===== config.mk =====
export PLATFORM = sky130hd
export DESIGN_NAME = motor_ramp_sequencer
export DESIGN_NICKNAME = d
export VERILOG_FILES = /design/src/rtl/motor_ramp_pkg.sv /design/src/rtl/motor_ramp_step.sv /design/src/rtl/motor_ramp_sequencer.sv
export SDC_FILE = /design/constraint.sdc
export NUM_CORES = 1
export LEC_CHECK = 0
export CAP_MARGIN = 25
export CORE_MARGIN = 1.5
export CORE_UTILIZATION = 65
export CTS_CLUSTER_DIAMETER = 120
export DETAILED_ROUTE_END_ITERATION = 8
export DONT_BUFFER_PORTS = 1
export PLACE_DENSITY = 0.81
export RECOVER_POWER = 50
export SYNTH_ARGS = -nofsm -noshare
export SYNTH_HDL_FRONTEND = slang
export SYNTH_HIERARCHICAL = 1
export SYNTH_SLANG_ARGS = --single-unit

===== constraint.sdc =====
create_clock -name clk_clk -period 13.72 [get_ports clk_clk]
set_input_delay 0.686 -clock clk_clk [delete_from_list [all_inputs] [get_ports clk_clk]]
set_output_delay 0.686 -clock clk_clk [all_outputs]
set_load 0.01 [all_outputs]

===== src/rtl/motor_ramp_pkg.sv =====
// Shared types and default constants for the motor ramp sequencer.
// Imported by the sequencer top and its step unit.
package motor_ramp_pkg;

   typedef enum logic {
      IDLE,
      SWEEP
   } state_t;

   localparam int DEF_CHANNELS   = 5;
   localparam int DEF_POS_WIDTH  = 10;
   localparam int DEF_STEP_WIDTH = 8;
   localparam int DEF_INIT_POS   = 512;

   // Bits needed to index n channels (never zero).
   function automatic int ch_width(input int n);
      return (n > 1) ? $clog2(n) : 1;
   endfunction

endpackage


===== src/rtl/motor_ramp_step.sv =====
// Combinational clamp/step unit, shared by all channels of the sweep.
// Moves pos toward target by step without overshooting.
module motor_ramp_step
   import motor_ramp_pkg::*;
#(
   parameter int POS_WIDTH  = DEF_POS_WIDTH,
   parameter int STEP_WIDTH = DEF_STEP_WIDTH
) (
   input  logic [POS_WIDTH-1:0]  pos,
   input  logic [POS_WIDTH-1:0]  target,
   input  logic [STEP_WIDTH-1:0] step,
   output logic [POS_WIDTH-1:0]  next_pos
);

   localparam int W =
      ((POS_WIDTH > STEP_WIDTH) ? POS_WIDTH : STEP_WIDTH) + 1;

   logic [W-1:0] pe;
   logic [W-1:0] te;
   logic [W-1:0] se;

   assign pe = W'(pos);
   assign te = W'(target);
   assign se = W'(step);

   // Distance to target decides between a full step and a clamp.
   always_comb begin
      next_pos = pos;
      if (step == '0) begin
         next_pos = target;
      end else if (pos < target) begin
         if (se >= te - pe) next_pos = target;
         else               next_pos = POS_WIDTH'(pe + se);
      end else if (pos > target) begin
         if (se >= pe - te) next_pos = target;
         else               next_pos = POS_WIDTH'(pe - se);
      end
   end

endmodule


===== src/rtl/motor_ramp_sequencer.sv =====
// Slew-rate scheduler: per-tick round-robin sweep of one step unit
// across all channels, with a command port for targets and steps.
module motor_ramp_sequencer
   import motor_ramp_pkg::*;
#(
   parameter int CHANNELS   = DEF_CHANNELS,
   parameter int POS_WIDTH  = DEF_POS_WIDTH,
   parameter int STEP_WIDTH = DEF_STEP_WIDTH,
   parameter int TICK_DIV   = 50000,
   parameter int INIT_POS   = DEF_INIT_POS
) (
   input  logic                          clk_clk,
   input  logic                          reset_reset_n,
   input  logic                          enable,
   input  logic                          cmd_valid,
   output logic                          cmd_ready,
   input  logic [2:0]                    cmd_ch,
   input  logic [POS_WIDTH-1:0]          cmd_target,
   input  logic [STEP_WIDTH-1:0]         cmd_step,
   output logic [CHANNELS*POS_WIDTH-1:0] pos_out,
   output logic [CHANNELS-1:0]           busy,
   output logic                          done,
   output logic                          cmd_err,
   output logic                          overrun
);

   localparam int CW    = ch_width(CHANNELS);
   localparam int CNT_W = (TICK_DIV > 1) ? $clog2(TICK_DIV) : 1;
   localparam logic [POS_WIDTH-1:0] RST_POS = POS_WIDTH'(INIT_POS);
   localparam logic [CW-1:0] LAST = CW'(CHANNELS - 1);

   state_t                state;
   logic [CW-1:0]         idx;
   logic [CNT_W-1:0]      cnt;
   logic                  tick;
   logic                  accept;
   logic                  ch_ok;
   logic [POS_WIDTH-1:0]  pos_q  [CHANNELS];
   logic [POS_WIDTH-1:0]  tgt_q  [CHANNELS];
   logic [STEP_WIDTH-1:0] step_q [CHANNELS];
   logic [POS_WIDTH-1:0]  pos_n  [CHANNELS];
   logic [POS_WIDTH-1:0]  tgt_n  [CHANNELS];
   logic [STEP_WIDTH-1:0] step_n [CHANNELS];
   logic [CHANNELS-1:0]   busy_n;
   logic [POS_WIDTH-1:0]  sel_pos;
   logic [POS_WIDTH-1:0]  sel_tgt;
   logic [STEP_WIDTH-1:0] sel_step;
   logic [POS_WIDTH-1:0]  next_pos;

   assign tick      = enable && (cnt == CNT_W'(TICK_DIV - 1));
   assign cmd_ready = (state == IDLE);
   assign accept    = cmd_valid && cmd_ready;
   assign ch_ok     = ({1'b0, cmd_ch} < 4'(CHANNELS));

   // Free-running tick divider, parked at zero while disabled.
   always_ff @(posedge clk_clk) begin
      if (!reset_reset_n)      cnt <= '0;
      else if (!enable || tick) cnt <= '0;
      else                      cnt <= cnt + CNT_W'(1);
   end

   // Route the channel under sweep into the shared step unit.
   always_comb begin
      sel_pos  = pos_q[0];
      sel_tgt  = tgt_q[0];
      sel_step = step_q[0];
      for (int i = 0; i < CHANNELS; i++) begin
         if (idx == CW'(i)) begin
            sel_pos  = pos_q[i];
            sel_tgt  = tgt_q[i];
            sel_step = step_q[i];
         end
      end
   end

   motor_ramp_step #(
      .POS_WIDTH  (POS_WIDTH),
      .STEP_WIDTH (STEP_WIDTH)
   ) u_step (
      .pos      (sel_pos),
      .target   (sel_tgt),
      .step     (sel_step),
      .next_pos (next_pos)
   );

   // Next channel state: command writes in IDLE, one step in SWEEP.
   always_comb begin
      pos_n  = pos_q;
      tgt_n  = tgt_q;
      step_n = step_q;
      busy_n = '0;
      for (int i = 0; i < CHANNELS; i++) begin
         if (accept && ch_ok && cmd_ch == 3'(i)) begin
            tgt_n[i]  = cmd_target;
            step_n[i] = cmd_step;
         end
         if (state == SWEEP && idx == CW'(i)) begin
            pos_n[i] = next_pos;
         end
         busy_n[i] = (pos_n[i] != tgt_n[i]);
      end
   end

   // Channel registers, busy flags and the settle pulse.
   always_ff @(posedge clk_clk) begin
      if (!reset_reset_n) begin
         for (int i = 0; i < CHANNELS; i++) begin
            pos_q[i]  <= RST_POS;
            tgt_q[i]  <= RST_POS;
            step_q[i] <= '0;
         end
         busy <= '0;
         done <= 1'b0;
      end else begin
         pos_q  <= pos_n;
         tgt_q  <= tgt_n;
         step_q <= step_n;
         busy   <= busy_n;
         done   <= (|busy) && !(|busy_n);
      end
   end

   // Sweep sequencer with error and sticky overrun flags.
   always_ff @(posedge clk_clk) begin
      if (!reset_reset_n) begin
         state   <= IDLE;
         idx     <= '0;
         overrun <= 1'b0;
         cmd_err <= 1'b0;
      end else begin
         cmd_err <= accept && !ch_ok;
         unique case (state)
            IDLE: begin
               if (tick) begin
                  state <= SWEEP;
                  idx   <= '0;
               end
            end
            SWEEP: begin
               if (tick) overrun <= 1'b1;
               if (idx == LAST) begin
                  state <= IDLE;
                  idx   <= '0;
               end else begin
                  idx <= idx + CW'(1);
               end
            end
         endcase
      end
   end

   // Flatten channel positions onto the output bus.
   always_comb begin
      pos_out = '0;
      for (int i = 0; i < CHANNELS; i++) begin
         pos_out[i*POS_WIDTH +: POS_WIDTH] = pos_q[i];
      end
   end

endmodule


==> summary.txt <==
Run status
  – Status: finished with violations
  – Failing checks: max-capacitance violations, max-slew violations

Synthesis
  – Synth unique cells: 72
  – Post-synthesis mux area share: 11.6%
  – Top FF cell, synth: dfxtp_1
  – Net Count, Synth: 1338
  – Xor-xnor portion of the synthesized cell area: 6.62%
  – Share of the synthesized area in the top cell type: 31.8%
  – Sequential area share after synthesis: 31.8%
  – Register bit total from synthesis: 168
  – Dominant cell type by area after synthesis: dfxtp_1
  – Adder-cell area share of the yosys netlist: 7.50%
  – Most frequent cells after synthesis: dfxtp_1, nand2_1, mux2i_1
  – Post-synth EDFFs: 0
  – Post-synthesis cell area: 10600 sq um
  – Synth top area cells: dfxtp_1, mux2i_1, ha_1
  – Largest family of logic cells by synthesized area: simple AND/OR/NAND/NOR gates
  – Synth warn: 6
  – Post-synthesis simple-gate area fraction: 20.9%
  – Synth Area in Compound Gates: 16.7%
  – Most numerous cell in the Yosys netlist: dfxtp_1
  – Mean Syn Cell Area: 8.44 sq um
  – Ys async rst share: 0%
  – Synth Instances: 1252

Global routing
  – Largest net degree at the start of global routing: 154
  – GRT overflow: 0
  – First-pass GRT wire length: 45100 um
  – Vias in the first global route: 8476
  – Antenna violations before repair: 0
  – GRT Total Usage: 34.3%

CTS
  – CTS tree: yes
  – Hold-fix buffers, CTS: 0
  – CTS HTree Levels: 4
  – Number of gates resized after cts: 0
  – Root buffer cell: clkbuf_16
  – Worst-Skew Late Latency: 0.43 ns
  – CTS sink count: 168
  – Clk pin slew, worst setup/hold paths: 0.07 ns
  – Setup repair bufs after CTS: 0
  – Clk buf depth: 2
  – Num CTS Buffers: 17

Floorplan
  – Core area: 15900 sq um
  – Ports: 84
  – Std cell rows: 46
  – Die W: 131 um
  – Die area: 17000 sq um
  – Starting Density: 66.6%
  – Die Ht: 131 um

Cells and area
  – Final nets: 1297
  – Area of the multi-input gates: 6680 sq um
  – Area Growth Syn to Fin: 5.31%
  – Core Util, Final: 70.1%
  – Number of diodes: 0
  – Fill cell count: 1288
  – Register area: 3360 sq um
  – Share of cells above drive strength 1: 4.41%

Placement
  – Routability cong.: 0.923
  – Dpl ws: 5.95 ns
  – Port bufs: 0
  – Post-DP HPWL: 20800 um

Worst setup path
  – Reg2Reg Setup Slack: 5.40 ns
  – Startpoint class of the critical path: flip-flop
  – Critical-path top delay cell: clkbuf_1
  – Critical Path RT: 14.07 ns
  – Worst path max stage delay: 1.61 ns
  – CP bufs+invs: 2
  – Top Family by Delay on Critical Path: compound AO/OA/AOI/OAI gates
  – Crit-path max FO: 55
  – Critical path class: reg2reg
  – Worst EP arrival: 8.67 ns
  – CP Capture Type: flip-flop

Pwr
  – Leakage power: 4.75 nW
  – VDD IR-drop max: 92.8 uV
  – Pwr Density: 98.9 nW/um^2
  – Total power: 1.10 mW

STA
  – Unrepaired setup endpoints after global routing: no
  – Max-Slew Margin vs Limit: -49.2%
  – Final worst setup slack: 5.40 ns
  – Minimum clock period: 8.32 ns
  – Worst-margin pin slew: 2.24 ns
  – Part of the cycle the worst path needs: 60.7%
  – Final setup violation count: 0
  – Final Skew: 0.00972 ns
  – Final-report hold violation count: 0
  – Max Fclk: 0.120 GHz
  – Fin Hold WS: 0.352 ns
  – Final setup TNS: 0 ns
  – Slew Viols, Final: 85

Detailed routing
  – DR vias: 8980
  – Post-route DRC violation count: 0
  – Antenna Violating Nets Remaining: 0
  – Drt first-iter violations: 856
  – Drt wl/cell: 19.9 um
  – Vias/cell: 6.24
  – Pre-antenna DRT Iters: 6
  – Drt total wl: 28600 um

Flow run
  – Max_cap viols: 3

Worst hold path
  – Hold crit path type: in2reg
## per-layer routing
metal / track usage (%) / up-vias / part of all wire (%)
met5: 0 / - / 0
met4: 13.3 / 0 / 3.0
met3: 8.84 / 65 / 9.1
met2: 55.4 / 403 / 46
met1: 44.1 / 4251 / 42
li1: - / 4261 / -
## state kept, by name, indices dropped and copies added (netlist names)
signal   flops
pos_out     50
tgt_q       50
step_q      40
cnt         16
busy         5
idx          3
cmd_err      1
done         1
overrun      1
state        1
## path summary, 6_finish.rpt
check / depth (start not counted) / to / startpoint
setup reg to reg: 27 / done$_SDFF_PN0_ / idx[0]$_SDFFE_PN0P_
setup / recovery: 27 / done$_SDFF_PN0_ / idx[0]$_SDFFE_PN0P_
hold reg to reg: 1 / cnt[0]$_SDFF_PP0_ / cnt[0]$_SDFF_PP0_
hold / removal: 1 / tgt_q[39]$_SDFF_PN1_ / reset_reset_n
## cells by family after synthesis
| kind of cell | after synthesis |
|---|---|
| AO/OA/AOI/OAI | 265 |
| XOR/XNOR | 79 |
| adder cells (fa/ha/maj) | 61 |
| buffers and inverters | 118 |
| flip-flops | 168 |
| multiplexers | 123 |
| AND/OR/NAND/NOR | 438 |
## per-stage QoR
step	instances	area [sq um]
after CTS	1440	11200
after detailed placement	1408	10600
final	1440	11100
after global routing	1440	11100
after floorplan	1252	10600
after global placement	1408	10600
## final cells by class
class                      instances  share of cell area (%)
clock inverter                    15                    1.46
inverter                          50                    1.69
multi-input combinational        966                    60.0
tap                              216                    2.43
clock buffer                      17                    3.82
sequential                       168                    30.2
timing repair buffer               8                   0.438
## power by group
| group | internal, mW | switching (mW) | total (mW) |
|---|---|---|---|
| clock network | 0.272 | 0.212 | 0.484 |
| logic | 0.0464 | 0.0692 | 0.116 |
| registers | 0.496 | 0.00656 | 0.502 |
## cell usage in the layout, fill, tap and decap left out, types with 18 or more instances in the layout
cell	netlist	layout
o21ai_0	28	28
mux2i_1	123	123
ha_1	57	56
dfxtp_1	168	168
nor2_1	107	108
a211oi_1	32	32
nand2_1	125	123
xor2_1	44	44
a21boi_0	50	50
inv_1	49	49
nor2b_1	96	96
xnor2_1	34	34
nand3_1	18	18
a21oi_1	81	81
Note: power is estimated with default switching activity, not from simulation.
